File: config.mk
export PLATFORM = sky130hd
export DESIGN_NAME = circuit_command_writer_flat
export DESIGN_NICKNAME = d
export VERILOG_FILES = /design/src/rtl/circuit_command_writer_if.sv /design/src/rtl/circuit_command_writer.sv /design/src/flat_wrapper.sv
export SDC_FILE = /design/constraint.sdc
export NUM_CORES = 1
export LEC_CHECK = 0
export CELL_PAD_IN_SITES_DETAIL_PLACEMENT = 1
export CELL_PAD_IN_SITES_GLOBAL_PLACEMENT = 1
export CORE_MARGIN = 1
export CORE_UTILIZATION = 30
export DETAILED_ROUTE_END_ITERATION = 7
export PLACE_DENSITY_LB_ADDON = 0.1
export SLEW_MARGIN = 20
export SYNTH_ARGS = -nofsm -noshare
export SYNTH_HDL_FRONTEND = slang
export SYNTH_SLANG_ARGS = --single-unit
File: constraint.sdc
create_clock -name clk -period 2.6 [get_ports clk]
set_clock_uncertainty 0.15 [all_clocks]
set_input_delay 0.65 -clock clk [delete_from_list [all_inputs] [get_ports clk]]
set_output_delay 0.65 -clock clk [all_outputs]
set_load 0.01 [all_outputs]
File: src/rtl/circuit_command_writer_if.sv
// ---------------------------------------------------------------------------
// circuit_command_writer_if
//
// Bundles every non-clock, non-reset signal of the circuit command writer:
//   - element handshake: elem_valid/elem_ready plus type and coordinates
//   - list control: commit, clear
//   - command RAM write port: processor_addr, processor_wren, processor_in
//   - drawer handoff: ram_grant, numCommands, start_process, end_process,
//     draw_done
//   - status: busy, overflow, bad_elem
//
// Modports:
//   slave  - the writer itself (consumes elements, drives the RAM port)
//   master - the environment (element source, drawer, RAM)
// ---------------------------------------------------------------------------
interface circuit_command_writer_if;

    logic        elem_valid;
    logic        elem_ready;
    logic [2:0]  elem_type;
    logic [9:0]  elem_x0;
    logic [8:0]  elem_y0;
    logic [9:0]  elem_x1;
    logic [8:0]  elem_y1;
    logic        commit;
    logic        clear;
    logic [9:0]  processor_addr;
    logic        processor_wren;
    logic [47:0] processor_in;
    logic        ram_grant;
    logic [9:0]  numCommands;
    logic        start_process;
    logic        end_process;
    logic        draw_done;
    logic        busy;
    logic        overflow;
    logic        bad_elem;

    modport slave (
        input  elem_valid, elem_type, elem_x0, elem_y0, elem_x1, elem_y1,
        input  commit, clear, end_process,
        output elem_ready, processor_addr, processor_wren, processor_in,
        output ram_grant, numCommands, start_process, draw_done,
        output busy, overflow, bad_elem
    );

    modport master (
        output elem_valid, elem_type, elem_x0, elem_y0, elem_x1, elem_y1,
        output commit, clear, end_process,
        input  elem_ready, processor_addr, processor_wren, processor_in,
        input  ram_grant, numCommands, start_process, draw_done,
        input  busy, overflow, bad_elem
    );

endinterface

File: src/rtl/circuit_command_writer.sv
// ---------------------------------------------------------------------------
// circuit_command_writer
//
// Producer side of the 1024x48 processor command RAM. Circuit elements
// arrive over a valid/ready handshake, are range-checked, packed into a
// 48-bit draw command and written at the next free address. On commit the
// RAM port and the command count are handed to the circuit drawer, which is
// kicked with start_process; when it answers with end_process the RAM is
// taken back and draw_done pulses.
//
// Ports:
//   clk            system clock
//   program_resetn asynchronous active-low reset
//   bus            circuit_command_writer_if.slave (handshake, RAM port,
//                  drawer handoff and status flags)
//
// Command word layout:
//   [47:45] type  [44:35] x0  [34:26] y0  [25:16] x1  [15:7] y1  [6:0] 0
// ---------------------------------------------------------------------------
module circuit_command_writer #(
    parameter int unsigned MAX_CMDS = 1023,
    parameter int unsigned H_RES    = 640,
    parameter int unsigned V_RES    = 480
) (
    input  logic                     clk,
    input  logic                     program_resetn,
    circuit_command_writer_if.slave  bus
);

    typedef enum logic [2:0] {
        IDLE,
        WRITE,
        START,
        WAIT_DRAW,
        DONE
    } state_t;

    localparam logic [9:0] MaxCount = 10'(MAX_CMDS);

    state_t      state_q;
    logic [9:0]  count_q;
    logic [47:0] cmdWord_q;
    logic [47:0] cmdWord_d;
    logic [9:0]  addr_q;
    logic        wren_q;
    logic        grant_q;
    logic        start_q;
    logic        done_q;
    logic        overflow_q;
    logic        badElem_q;
    logic        elemLegal;
    logic        notFull;

    // Candidate command word and legality of the element currently offered.
    // Only the type code and the screen bounds matter; the word is captured
    // into cmdWord_q in the handshake cycle so WRITE never looks at the bus.
    always_comb begin
        cmdWord_d = {bus.elem_type, bus.elem_x0, bus.elem_y0,
                     bus.elem_x1, bus.elem_y1, 7'd0};
        elemLegal = (bus.elem_type <= 3'd4)
                 && (32'(bus.elem_x0) < H_RES) && (32'(bus.elem_x1) < H_RES)
                 && (32'(bus.elem_y0) < V_RES) && (32'(bus.elem_y1) < V_RES);
        notFull   = (count_q < MaxCount);
    end

    // Ready is withheld whenever clear or commit is present so that an
    // element can never be consumed in the same cycle as a list operation
    // that outranks it.
    assign bus.elem_ready     = (state_q == IDLE) && notFull
                             && !bus.clear && !bus.commit;
    assign bus.busy           = (state_q != IDLE);
    assign bus.numCommands    = count_q;
    assign bus.processor_addr = addr_q;
    assign bus.processor_wren = wren_q;
    assign bus.processor_in   = cmdWord_q;
    assign bus.ram_grant      = grant_q;
    assign bus.start_process  = start_q;
    assign bus.draw_done      = done_q;
    assign bus.overflow       = overflow_q;
    assign bus.bad_elem       = badElem_q;

    // Control FSM with registered outputs. Pulse outputs (wren, start,
    // draw_done) default low each cycle and are raised on the transition
    // into the state they belong to, so they are high exactly while the FSM
    // sits in that state. ram_grant drops on the way into START and comes
    // back on the way into DONE, which keeps wren (only raised from IDLE)
    // from ever overlapping drawer ownership.
    always_ff @(posedge clk or negedge program_resetn) begin
        if (!program_resetn) begin
            state_q    <= IDLE;
            count_q    <= '0;
            cmdWord_q  <= '0;
            addr_q     <= '0;
            wren_q     <= 1'b0;
            grant_q    <= 1'b1;
            start_q    <= 1'b0;
            done_q     <= 1'b0;
            overflow_q <= 1'b0;
            badElem_q  <= 1'b0;
        end else begin
            wren_q  <= 1'b0;
            start_q <= 1'b0;
            done_q  <= 1'b0;
            case (state_q)
                IDLE: begin
                    if (bus.clear) begin
                        count_q    <= '0;
                        overflow_q <= 1'b0;
                        badElem_q  <= 1'b0;
                    end else if (bus.commit) begin
                        // An empty list has nothing to draw, so the drawer
                        // is never woken and completion is reported at once.
                        if (count_q == 10'd0) begin
                            state_q <= DONE;
                            done_q  <= 1'b1;
                        end else begin
                            state_q <= START;
                            start_q <= 1'b1;
                            grant_q <= 1'b0;
                        end
                    end else if (bus.elem_valid) begin
                        if (!notFull) begin
                            overflow_q <= 1'b1;
                        end else if (elemLegal) begin
                            cmdWord_q <= cmdWord_d;
                            addr_q    <= count_q;
                            wren_q    <= 1'b1;
                            state_q   <= WRITE;
                        end else begin
                            badElem_q <= 1'b1;
                        end
                    end
                end
                WRITE: begin
                    count_q <= count_q + 10'd1;
                    state_q <= IDLE;
                end
                START: begin
                    // end_process is deliberately not looked at here; a
                    // stale level from the previous draw must not end this one.
                    state_q <= WAIT_DRAW;
                end
                WAIT_DRAW: begin
                    if (bus.end_process) begin
                        state_q <= DONE;
                        done_q  <= 1'b1;
                        grant_q <= 1'b1;
                    end
                end
                DONE: begin
                    state_q <= IDLE;
                end
                default: begin
                    state_q <= IDLE;
                end
            endcase
        end
    end

endmodule

File: src/flat_wrapper.sv
// flat-port wrapper written by rule: the top's interface ports become plain ports
module circuit_command_writer_flat 
#(
    parameter int unsigned MAX_CMDS = 1023,
    parameter int unsigned H_RES    = 640,
    parameter int unsigned V_RES    = 480
)
  (clk, program_resetn, bus_elem_valid, bus_elem_type, bus_elem_x0, bus_elem_y0, bus_elem_x1, bus_elem_y1, bus_commit, bus_clear, bus_end_process, bus_elem_ready, bus_processor_addr, bus_processor_wren, bus_processor_in, bus_ram_grant, bus_numCommands, bus_start_process, bus_draw_done, bus_busy, bus_overflow, bus_bad_elem);
  circuit_command_writer_if bus_i ();
  input  logic clk;
  input  logic program_resetn;
  input wire logic [$bits(bus_i.elem_valid)-1:0] bus_elem_valid;
  input wire logic [$bits(bus_i.elem_type)-1:0] bus_elem_type;
  input wire logic [$bits(bus_i.elem_x0)-1:0] bus_elem_x0;
  input wire logic [$bits(bus_i.elem_y0)-1:0] bus_elem_y0;
  input wire logic [$bits(bus_i.elem_x1)-1:0] bus_elem_x1;
  input wire logic [$bits(bus_i.elem_y1)-1:0] bus_elem_y1;
  input wire logic [$bits(bus_i.commit)-1:0] bus_commit;
  input wire logic [$bits(bus_i.clear)-1:0] bus_clear;
  input wire logic [$bits(bus_i.end_process)-1:0] bus_end_process;
  output wire logic [$bits(bus_i.elem_ready)-1:0] bus_elem_ready;
  output wire logic [$bits(bus_i.processor_addr)-1:0] bus_processor_addr;
  output wire logic [$bits(bus_i.processor_wren)-1:0] bus_processor_wren;
  output wire logic [$bits(bus_i.processor_in)-1:0] bus_processor_in;
  output wire logic [$bits(bus_i.ram_grant)-1:0] bus_ram_grant;
  output wire logic [$bits(bus_i.numCommands)-1:0] bus_numCommands;
  output wire logic [$bits(bus_i.start_process)-1:0] bus_start_process;
  output wire logic [$bits(bus_i.draw_done)-1:0] bus_draw_done;
  output wire logic [$bits(bus_i.busy)-1:0] bus_busy;
  output wire logic [$bits(bus_i.overflow)-1:0] bus_overflow;
  output wire logic [$bits(bus_i.bad_elem)-1:0] bus_bad_elem;
  assign bus_i.elem_valid = bus_elem_valid;
  assign bus_i.elem_type = bus_elem_type;
  assign bus_i.elem_x0 = bus_elem_x0;
  assign bus_i.elem_y0 = bus_elem_y0;
  assign bus_i.elem_x1 = bus_elem_x1;
  assign bus_i.elem_y1 = bus_elem_y1;
  assign bus_i.commit = bus_commit;
  assign bus_i.clear = bus_clear;
  assign bus_i.end_process = bus_end_process;
  assign bus_elem_ready = bus_i.elem_ready;
  assign bus_processor_addr = bus_i.processor_addr;
  assign bus_processor_wren = bus_i.processor_wren;
  assign bus_processor_in = bus_i.processor_in;
  assign bus_ram_grant = bus_i.ram_grant;
  assign bus_numCommands = bus_i.numCommands;
  assign bus_start_process = bus_i.start_process;
  assign bus_draw_done = bus_i.draw_done;
  assign bus_busy = bus_i.busy;
  assign bus_overflow = bus_i.overflow;
  assign bus_bad_elem = bus_i.bad_elem;
  circuit_command_writer #(.MAX_CMDS(MAX_CMDS), .H_RES(H_RES), .V_RES(V_RES)) u_core (.clk(clk), .program_resetn(program_resetn), .bus(bus_i));
endmodule
* Yosys cells after proc, flatten, opt, wreduce, memory -nomap -nowiden
Cells that the tools add are included. W data, S select, Z words.
Storage, ports and cells: register bits after elaboration 70, latch bits 0, bits in writable memories 0, bits in read-only memories 0, input bits 47, output and inout port bits 76, logic and storage cells 94, memories kept 0
Operators by class: $add $sub $neg 1, multipliers 0, div/mod/pow operators 0, $lt $le $gt $ge 6, eq/ne operators 14, shift-type cells 0, mux-type cells 39, bitwise operators 2, reduce and logical (&&, ||, !) cells 22
Operator list (count):
- $lt A10 B10 Y1 const B | 3
- $mux W1 | 27
- $mux W3 | 7
- $pmux W10 S2 | 1
- $lt A9 B9 Y1 const B | 2
- $reduce_and A5 Y1 | 3
- $ne A2 B2 Y1 const B | 7
- $add A10 B1 Y10 const B | 1
- $logic_not A10 Y1 | 1
- $mux W10 | 1
- $pmux W3 S3 | 1
- $reduce_bool A2 Y1 | 4
- $logic_and A1 B1 Y1 | 7
- $eq A3 B2 Y1 const B | 2
- $ne A3 B2 Y1 const B | 2
- $reduce_and A6 Y1 | 1
- $pmux W1 S2 | 2
- $reduce_and A4 Y1 | 1
- $eq A3 B1 Y1 const B | 1
- $le A3 B3 Y1 const B | 1
- $logic_not A3 Y1 | 1
- $ne A3 B3 Y1 const B | 1
- $reduce_bool A3 Y1 | 1
- $logic_not A1 Y1 | 2
- other kinds (3) | 4

* Logic depth before layout (Yosys ltp)
Gate-level depths: netlist (run 1).
word-level depth 11, mapped depth 7, depth with buffers taken out 6

* Least setup slack after synthesis (run 1)
OpenSTA, ideal clock, no wires.
path type flip-flop to flip-flop, from register u_core.count_q[0], in the netlist u_core.bus.numCommands[0], to register u_core.cmdWord_q[17], in the netlist u_core.bus.processor_in[17], library setup time 0.125 ns, arrival time 2.268 ns, data required time 2.325 ns, slack 0.057 ns, stages on the path, launching flop included 8, buffers on the path 2, period minus slack after synthesis 2.543 ns, cells stage by stage dfrtp_1 > ha_1 > and4_1 > and3_1 > clkbuf_1 > nor4b_4 > buf_6 > mux2_2
On the way: cells in the longest elaborated chain, start to end 2
Ends and longest elaborated chain:
- start, declared | line circuit_command_writer.sv:41 | logic [9:0] count_q;
- start signal, assigned | line circuit_command_writer.sv:135 | count_q <= count_q + 10'd1;
- $lt A10 B10 Y1 | line circuit_command_writer.sv:63 | notFull = (count_q < MaxCount);
- $reduce_and A6 Y1 (no source line)
- end signal, assigned | line circuit_command_writer.sv:125 | cmdWord_q <= cmdWord_d;
- end, declared | line circuit_command_writer.sv:42 | logic [47:0] cmdWord_q;
No other way between the ends. A chain may end at the register's enable or synchronous reset.

* Final worst setup path (run 1)
from input port bus_elem_x1[8], to register u_core.cmdWord_q[41], in the netlist u_core.bus.processor_in[41]
On the way: cells in the longest elaborated chain, start to end 5
Ends and longest elaborated chain:
- start, declared | line flat_wrapper.sv:16 | input wire logic [$bits(bus_i.elem_x1)-1:0] bus_elem_x1;
- $lt A10 B10 Y1 | line circuit_command_writer.sv:61 | && (32'(bus.elem_x0) < H_RES) && (32'(bus.elem_x1) < H_RES)
- $logic_and A1 B1 Y1 | line circuit_command_writer.sv:61
- $logic_and A1 B1 Y1 (2 in a row) | line circuit_command_writer.sv:62 | && (32'(bus.elem_y0) < V_RES) && (32'(bus.elem_y1) < V_RES);
- $reduce_and A6 Y1 (no source line)
No other way between the ends.

==> results of run 1 <==
-- registers in the layout, indices dropped and copies added, names as in the netlist --
name / flops
u_core.bus.processor_in: 41
u_core.bus.numCommands: 10
u_core.bus.processor_addr: 10
u_core.state_q: 3
u_core.bus.bad_elem: 1
u_core.bus.draw_done: 1
u_core.bus.overflow: 1
u_core.bus.processor_wren: 1
u_core.bus.ram_grant: 1
u_core.bus.start_process: 1
-- cell usage in the layout, fill, tap and decap left out, drive strengths merged, types with 5 or more instances in the layout --
| master | instances |
|---|---|
| o31ai | 5 |
| nor2 | 10 |
| inv | 6 |
| o21ai | 14 |
| nand2 | 10 |
| clkbuf | 11 |
| nand3 | 7 |
| conb | 7 |
| dfrtp | 69 |
| clkdlybuf4s50 | 113 |
| buf | 29 |
| mux2 | 51 |
-- final cells by class --
cell class	instances	area [um^2]
clock buffer	11	131
clock inverter	5	50.0
fill	1013	4790
inverter	6	22.5
multi-input combinational	139	1120
sequential	70	1750
tap	129	161
timing repair buffer	142	1390
-- per-stage QoR --
stage / total power (W) / hold WS, ns / utilization
floorplan: 0.00232 / 0.204 / -
global placement: 0.00332 / 0.303 / 0.470
detailed placement: 0.00336 / 0.306 / 0.470
CTS: 0.00422 / 0.134 / 0.490
global route: 0.00444 / 0.149 / 0.491
finish: 0.00416 / 0.127 / 0.491
-- power groups by stage --
stage | Sequential (W) | Combinational, W | Clock [W]
3_3_place_gp | 0.00162 | 0.00170 | 0
4_1_cts | 0.00163 | 0.00172 | 0.000871
2_1_floorplan | 0.00181 | 0.000509 | 0
6_report | 0.00162 | 0.00170 | 0.000839
5_1_grt | 0.00167 | 0.00184 | 0.000929
3_5_place_dp | 0.00164 | 0.00171 | 0
-- path summary, 6_finish.rpt --
kind	start	endpoint	slack, ns	cells after the start
worst min-delay path	program_resetn	u_core.bus.start_process	0.13	1
worst max register to register	u_core.bus.numCommands[0]	u_core.bus.processor_in[41]	0.14	8
worst min register to register	u_core.bus.ram_grant	u_core.bus.ram_grant	0.31	2
max in group asynchronous	program_resetn	u_core.bus.numCommands[9]	1.62	2
min in group clk	u_core.bus.ram_grant	u_core.bus.ram_grant	0.31	2
worst max-delay path	bus_elem_x1[8]	u_core.bus.processor_in[41]	0.06	8
-- cells in the mapped netlist --
library cell / count / area share
a21oi_1: 4 / 0.0067
a31oi_1: 2 / 0.0042
a32oi_1: 1 / 0.0029
a41o_1: 1 / 0.0034
and2_1: 1 / 0.0021
and3_1: 2 / 0.0042
and4_1: 2 / 0.0059
buf_2: 1 / 0.0017
buf_4: 7 / 0.018
buf_6: 5 / 0.019
clkbuf_1: 2 / 0.0025
conb_1: 1 / 0.0013
dfrtp_1: 69 / 0.58
dfstp_2: 1 / 0.0088
ha_1: 2 / 0.0084
inv_1: 5 / 0.0063
inv_2: 1 / 0.0013
mux2_1: 16 / 0.061
mux2_2: 35 / 0.13
mux2i_1: 2 / 0.0067
nand2_1: 10 / 0.013
nand2b_1: 2 / 0.0042
nand3_1: 7 / 0.012
nand4_1: 4 / 0.0084
nor2_1: 10 / 0.013
nor2b_1: 2 / 0.0042
nor3_1: 2 / 0.0034
nor3_4: 1 / 0.0055
nor3b_2: 1 / 0.0042
nor4_1: 2 / 0.0042
nor4b_4: 1 / 0.0080
o211a_1: 1 / 0.0034
o21ai_0: 14 / 0.024
o31ai_1: 5 / 0.013
or3b_2: 1 / 0.0029
xor2_1: 1 / 0.0029
-- cells by family after synthesis --
| group | after synthesis | synth area share |
|---|---|---|
| DFF | 70 | 0.589 |
| muxes | 53 | 0.200 |
| and+or+nand+nor | 48 | 0.0941 |
| AOI/OAI and AO/OA | 28 | 0.0567 |
| buffers and inverters | 21 | 0.0483 |
| adders and majority gates | 2 | 0.00840 |
| other | 1 | 0.00126 |
| xor gates and xnor gates | 1 | 0.00294 |
-- metal layers --
metal | vias to the layer above | part of all wire
li1 | 1068 | -
met1 | 1119 | 0.47
met2 | 79 | 0.44
met3 | 9 | 0.075
met4 | 0 | 0.015
met5 | - | 0
==> summary.md, run 1 <==
| Metric | Value |
|---|---|
| Pint | between 0.002 and 0.003 W |
| GP Congestion | 0.733 |
| Cell family with most CP delay | buffers and inverters |
| Avg Cell Area, Syn | 13.3 um^2 |
| HP Class | in -> async |
| CTS buffer count | 9 |
| Fin crit share | 0.975 |
| Max Fclk | 394 MHz |
| Pin count of the biggest net entering global routing | 37 |
| Met3 Use GR | 0.0490 |
| Sink Count | 70 |
| Vias per inst | 4.53 |
| Critical path arrival | 2.60 ns |
| CP startpoint kind | input port |
| Cells after DPL | 486 |
| Antenna cells | 0 |
| I/O pin total | 123 |
| Core box area | 0.00942 mm^2 |
| Dpl ws | -0.419 ns |
| GRT overflow | 0 |
| CTS tree | done |
| First-pass GRT wire length | 12200 um |
| GRT Resource Usage Total | 0.156 |
| Final min period | 2.54 ns |
| DP HPWL | approximately 5700 um |
| Full die area | 0.0103 mm^2 |
| Met1 usage | 0.216 |
| Die height | 102 um |
| Pwr dens | between 800 and 900 mW/mm^2 |
| Met2 Usage GRT | 0.228 |
| IO buf count | around 120 |
| Combinational fraction of design power | 0.408 |
| Cell Rows | 35 |
| RSZ-0062 raised after global routing | no |
| Critical path required time | 2.67 ns |
| CP Class | in -> reg |
| H-tree lvl count | 3 |
| Clock share of power | 0.202 |
| Final non-filler cell total | roughly 500 |
| Switching power share of the total | 0.307 |
| Final setup viols | 0 |
| Root buf cell | clkbuf_8 |
| Max Root-Sink Buffers | 2 |
| Setup Buffers After CTS | 0 |
| Synth Register Bits | 70 |
| Via count of the first global-routing pass | 2355 |
| Die width | 102 um |
| Starting Density | 0.316 |
| Mapped Area | 0.00298 mm^2 |
| Finished Cell Area | 0.00462 mm^2 |
| Max-cap violation count | 0 |
| Synth Instances | 224 |
| Post-route ant nets | 0 |
| Final setup TNS | 0 ns |
| Layout cells sized above 1 | 0.233 |
| Post_cts resized | 7 |
| First-pass DRT Iterations | 4 |
| Clk_lat worst skew | 0.33 ns |
| Post-synthesis sequential area ratio | 0.589 |
| Placed Instance Area | 0.00443 mm^2 |
| Peak supply drop | 0.342 mV |
| Critical path's largest stage delay | 0.44 ns |
| Routed wire length | 7670 um |
| Flop pwr share | 0.390 |
| Vias | about 2300 |
| Final #Nets | 417 |
| Area grow syn2layout | 55.3% |
| DRC | 0 |
| Worst path slowest cell | clkdlybuf4s50_1 |
| LEAKAGE | 2.04 nW |
| Worst-path fanout max | 17 |
| Ys Warns | 0 |
| Antenna violations before repair | 0 |
| Yosys cell types | 36 |
| Crit end category | register |
| Worst-path clk slew | 0.07 ns |
| DRT iter0 DRCs | approximately 40 |
| Worst path bufs/invs | 3 |
| NetSw | 0.00127 W |
| GRT busiest layer | met2 |
| Fin. Hold Viols | 0 |
| CP Cell Sequence | clkdlybuf4s50_1 > o21ai_2 > nand4_1 > a41o_1 > nor4b_4 > buf_4 > buf_12 > mux2_2 |
| WL/cell | 15.3 um |
| Setup ws final | approximately 0.065 ns |
| Status | completed |
| Slew Viols, Final | 0 |
| Post-CTS Hold Buffers | 0 |
(Power assumes the default switching activity.)
==> run 2, diff against run 1 <==
- CORE_UTILIZATION: 30 -> 25
==> run 2 against run 1 <==
The flow now finishes with violations (DRC). Power increased by 9.2%. Cell count up 3.2%. Sequential cell count is the same. Largest power group unchanged. Highest routed layer unchanged. Sequential power is essentially flat. Hold slack got worse by 0.00050 ns. Clock power rose by 44%. Register-to-register slack barely moved. Clock-buffer cell count unchanged. Critical path depth shrank 3. Design area increased by 4.1%. Setup slack gained 0.019 ns.
==> summary.md, run 2 (synthesis gave the netlist of run 1 again) <==
| Metric | Value |
|---|---|
| Pwr dens | 943 mW/mm^2 |
| Dpl ws | -0.402 ns |
| Antenna cells | 0 |
| Area grow syn2layout | 61.6% |
| CP startpoint kind | register |
| DRT iter0 DRCs | between 70 and 80 |
| Worst path slowest cell | dfrtp_1 |
| I/O pin total | 123 |
| Vias | 2325 |
| Routed wire length | 8470 um |
| Critical path required time | approximately 1.8 ns |
| Sink Count | 70 |
| GP Congestion | 0.703 |
| H-tree lvl count | 3 |
| Setup ws final | between 0.08 and 0.09 ns |
| Layout cells sized above 1 | 0.237 |
| Pin count of the biggest net entering global routing | 37 |
| Final setup viols | 0 |
| First-pass DRT Iterations | 6 |
| CP Cell Sequence | ha_1 > and4_1 > and3_1 > nor4_2 > buf_2 |
| Failing checks | DRC |
| Final #Nets | 420 |
| Vias per inst | 4.49 |
| Worst-path clk slew | 0.05 ns |
| Post-route ant nets | 0 |
| Antenna violations before repair | 0 |
| IO buf count | 115 |
| Fin crit share | 0.968 |
| Full die area | approximately 0.012 mm^2 |
| CP Class | reg -> out |
| Max Fclk | 397 MHz |
| Fillcell total | 1245 |
| Post-CTS Hold Buffers | 0 |
| Die height | 111 um |
| Cell Rows | 39 |
| CTS tree | done |
| CTS buffer count | 9 |
| Fin. Hold Viols | 0 |
| DP HPWL | 5950 um |
| Clk_lat worst skew | ~0.33 ns |
| Final min period | 2.52 ns |
| DRC | 24 |
| Flip-flop count of the largest register after layout | 41 |
| Die width | 111 um |
| Crit end category | output port |
| Status | finished, violations left |
| Max-cap violation count | 0 |
| Slew Viols, Final | 0 |
| LEAKAGE | 2.12 nW |
| Most frequent cells in the layout | clkdlybuf4s50_1, dfrtp_1, mux2_2 |
| Critical path's largest stage delay | about 0.38 ns |
| Via count of the first global-routing pass | 2561 |
| WL/cell | 16.3 um |
| Final core utilization | 0.418 |
| HP Class | in -> async |
| Critical path arrival | 1.72 ns |
| Root buf cell | clkbuf_16 |
| Most common cell after layout, fill and taps aside | clkdlybuf4s50_1 |
| GRT Resource Usage Total | 0.147 |
| Max Root-Sink Buffers | 2 |
| Worst-path fanout max | 2 |
| GRT overflow | 0 |
| Peak supply drop | 0.461 mV |
| Core box area | 0.0115 mm^2 |
| First-pass GRT wire length | 13900 um |
| Starting Density | 0.259 |
-- run 2: cell types whose count changed in the layout (fill, tap and decap cells not counted), moves of 2 or more --
cell and delta:
clkbuf_16 +11, clkbuf_8 -8, clkinv_2 -2, o21ai_1 +2
-- run 2: cell type report --
class	instances	area, um^2	area share
inverter	6	22.5	0.00468
multi-input combinational	139	1110	0.231
tap	143	179	0.0372
sequential	70	1750	0.364
clock buffer	11	243	0.0504
timing repair buffer	145	1460	0.302
clock inverter	4	47.5	0.00988
-- run 2: where the power goes --
group / leakage, nW / switching [W] / internal [W]
Sequential: 0.918 / 0.000182 / 0.00144
Combinational: 1.06 / 0.000693 / 0.00101
Clock: 0.141 / 0.000449 / 0.000760
-- run 2: metrics by stage --
stage	total power, W	std cells	hold WS, ns	TNS, ns	cell area [um^2]
after floorplan	0.00232	230	0.204	0	3000
after global placement	0.00333	499	0.304	-18.39	4410
after detailed placement	0.00337	499	0.318	-19.90	4410
after CTS	0.00462	516	0.136	0	4740
after global routing	0.00482	518	0.157	-0.0136	4810
final	0.00454	518	0.126	0	4810
-- run 2: worst paths after layout --
kind	startpoint	endpoint	slack, ns	depth (start not counted)
worst min-delay path	program_resetn	u_core.bus.processor_in[7]	0.13	1
min in group clk	u_core.bus.ram_grant	u_core.bus.ram_grant	0.32	2
worst max register to register	u_core.bus.numCommands[0]	u_core.bus.processor_in[15]	0.14	8
worst max-delay path	u_core.bus.numCommands[0]	bus_elem_ready	0.08	5
worst min register to register	u_core.bus.ram_grant	u_core.bus.ram_grant	0.32	2
max in group asynchronous	program_resetn	u_core.bus.ram_grant	1.47	2
-- run 2: repair_timing --
action | in CTS | in global routing
gates resized for setup | 10 | 6
setup buffers | 1 | 0
pin swaps | 0 | 0
endpoints found under the setup margin | 52 | 51
gates cloned | 1 | 2
-- run 2: critical path: cells and delay by family, from the launching register on --
family	cells	cell delay, ns
flip-flops	1	0.38
AND/OR/NAND/NOR	3	0.62
buffers and inverters	1	0.18
adder cells (fa/ha/maj)	1	0.22
-- run 2: layer usage --
layer / track usage / wire (um) / part of all wire / up-vias
met5: 0 / 0 / 0 / -
met4: 0.0568 / 144 / 0.017 / 0
met3: 0.0470 / 628 / 0.074 / 12
met2: 0.235 / 4040 / 0.48 / 84
met1: 0.186 / 3650 / 0.43 / 1153
li1: - / - / - / 1076
==> run 3, diff against run 2 <==
- CORE_MARGIN: 1 -> default
- CORE_UTILIZATION: 25 -> 30
==> results of run 3 <==
Final layout, timing and power as in run 1 (identical DEF).
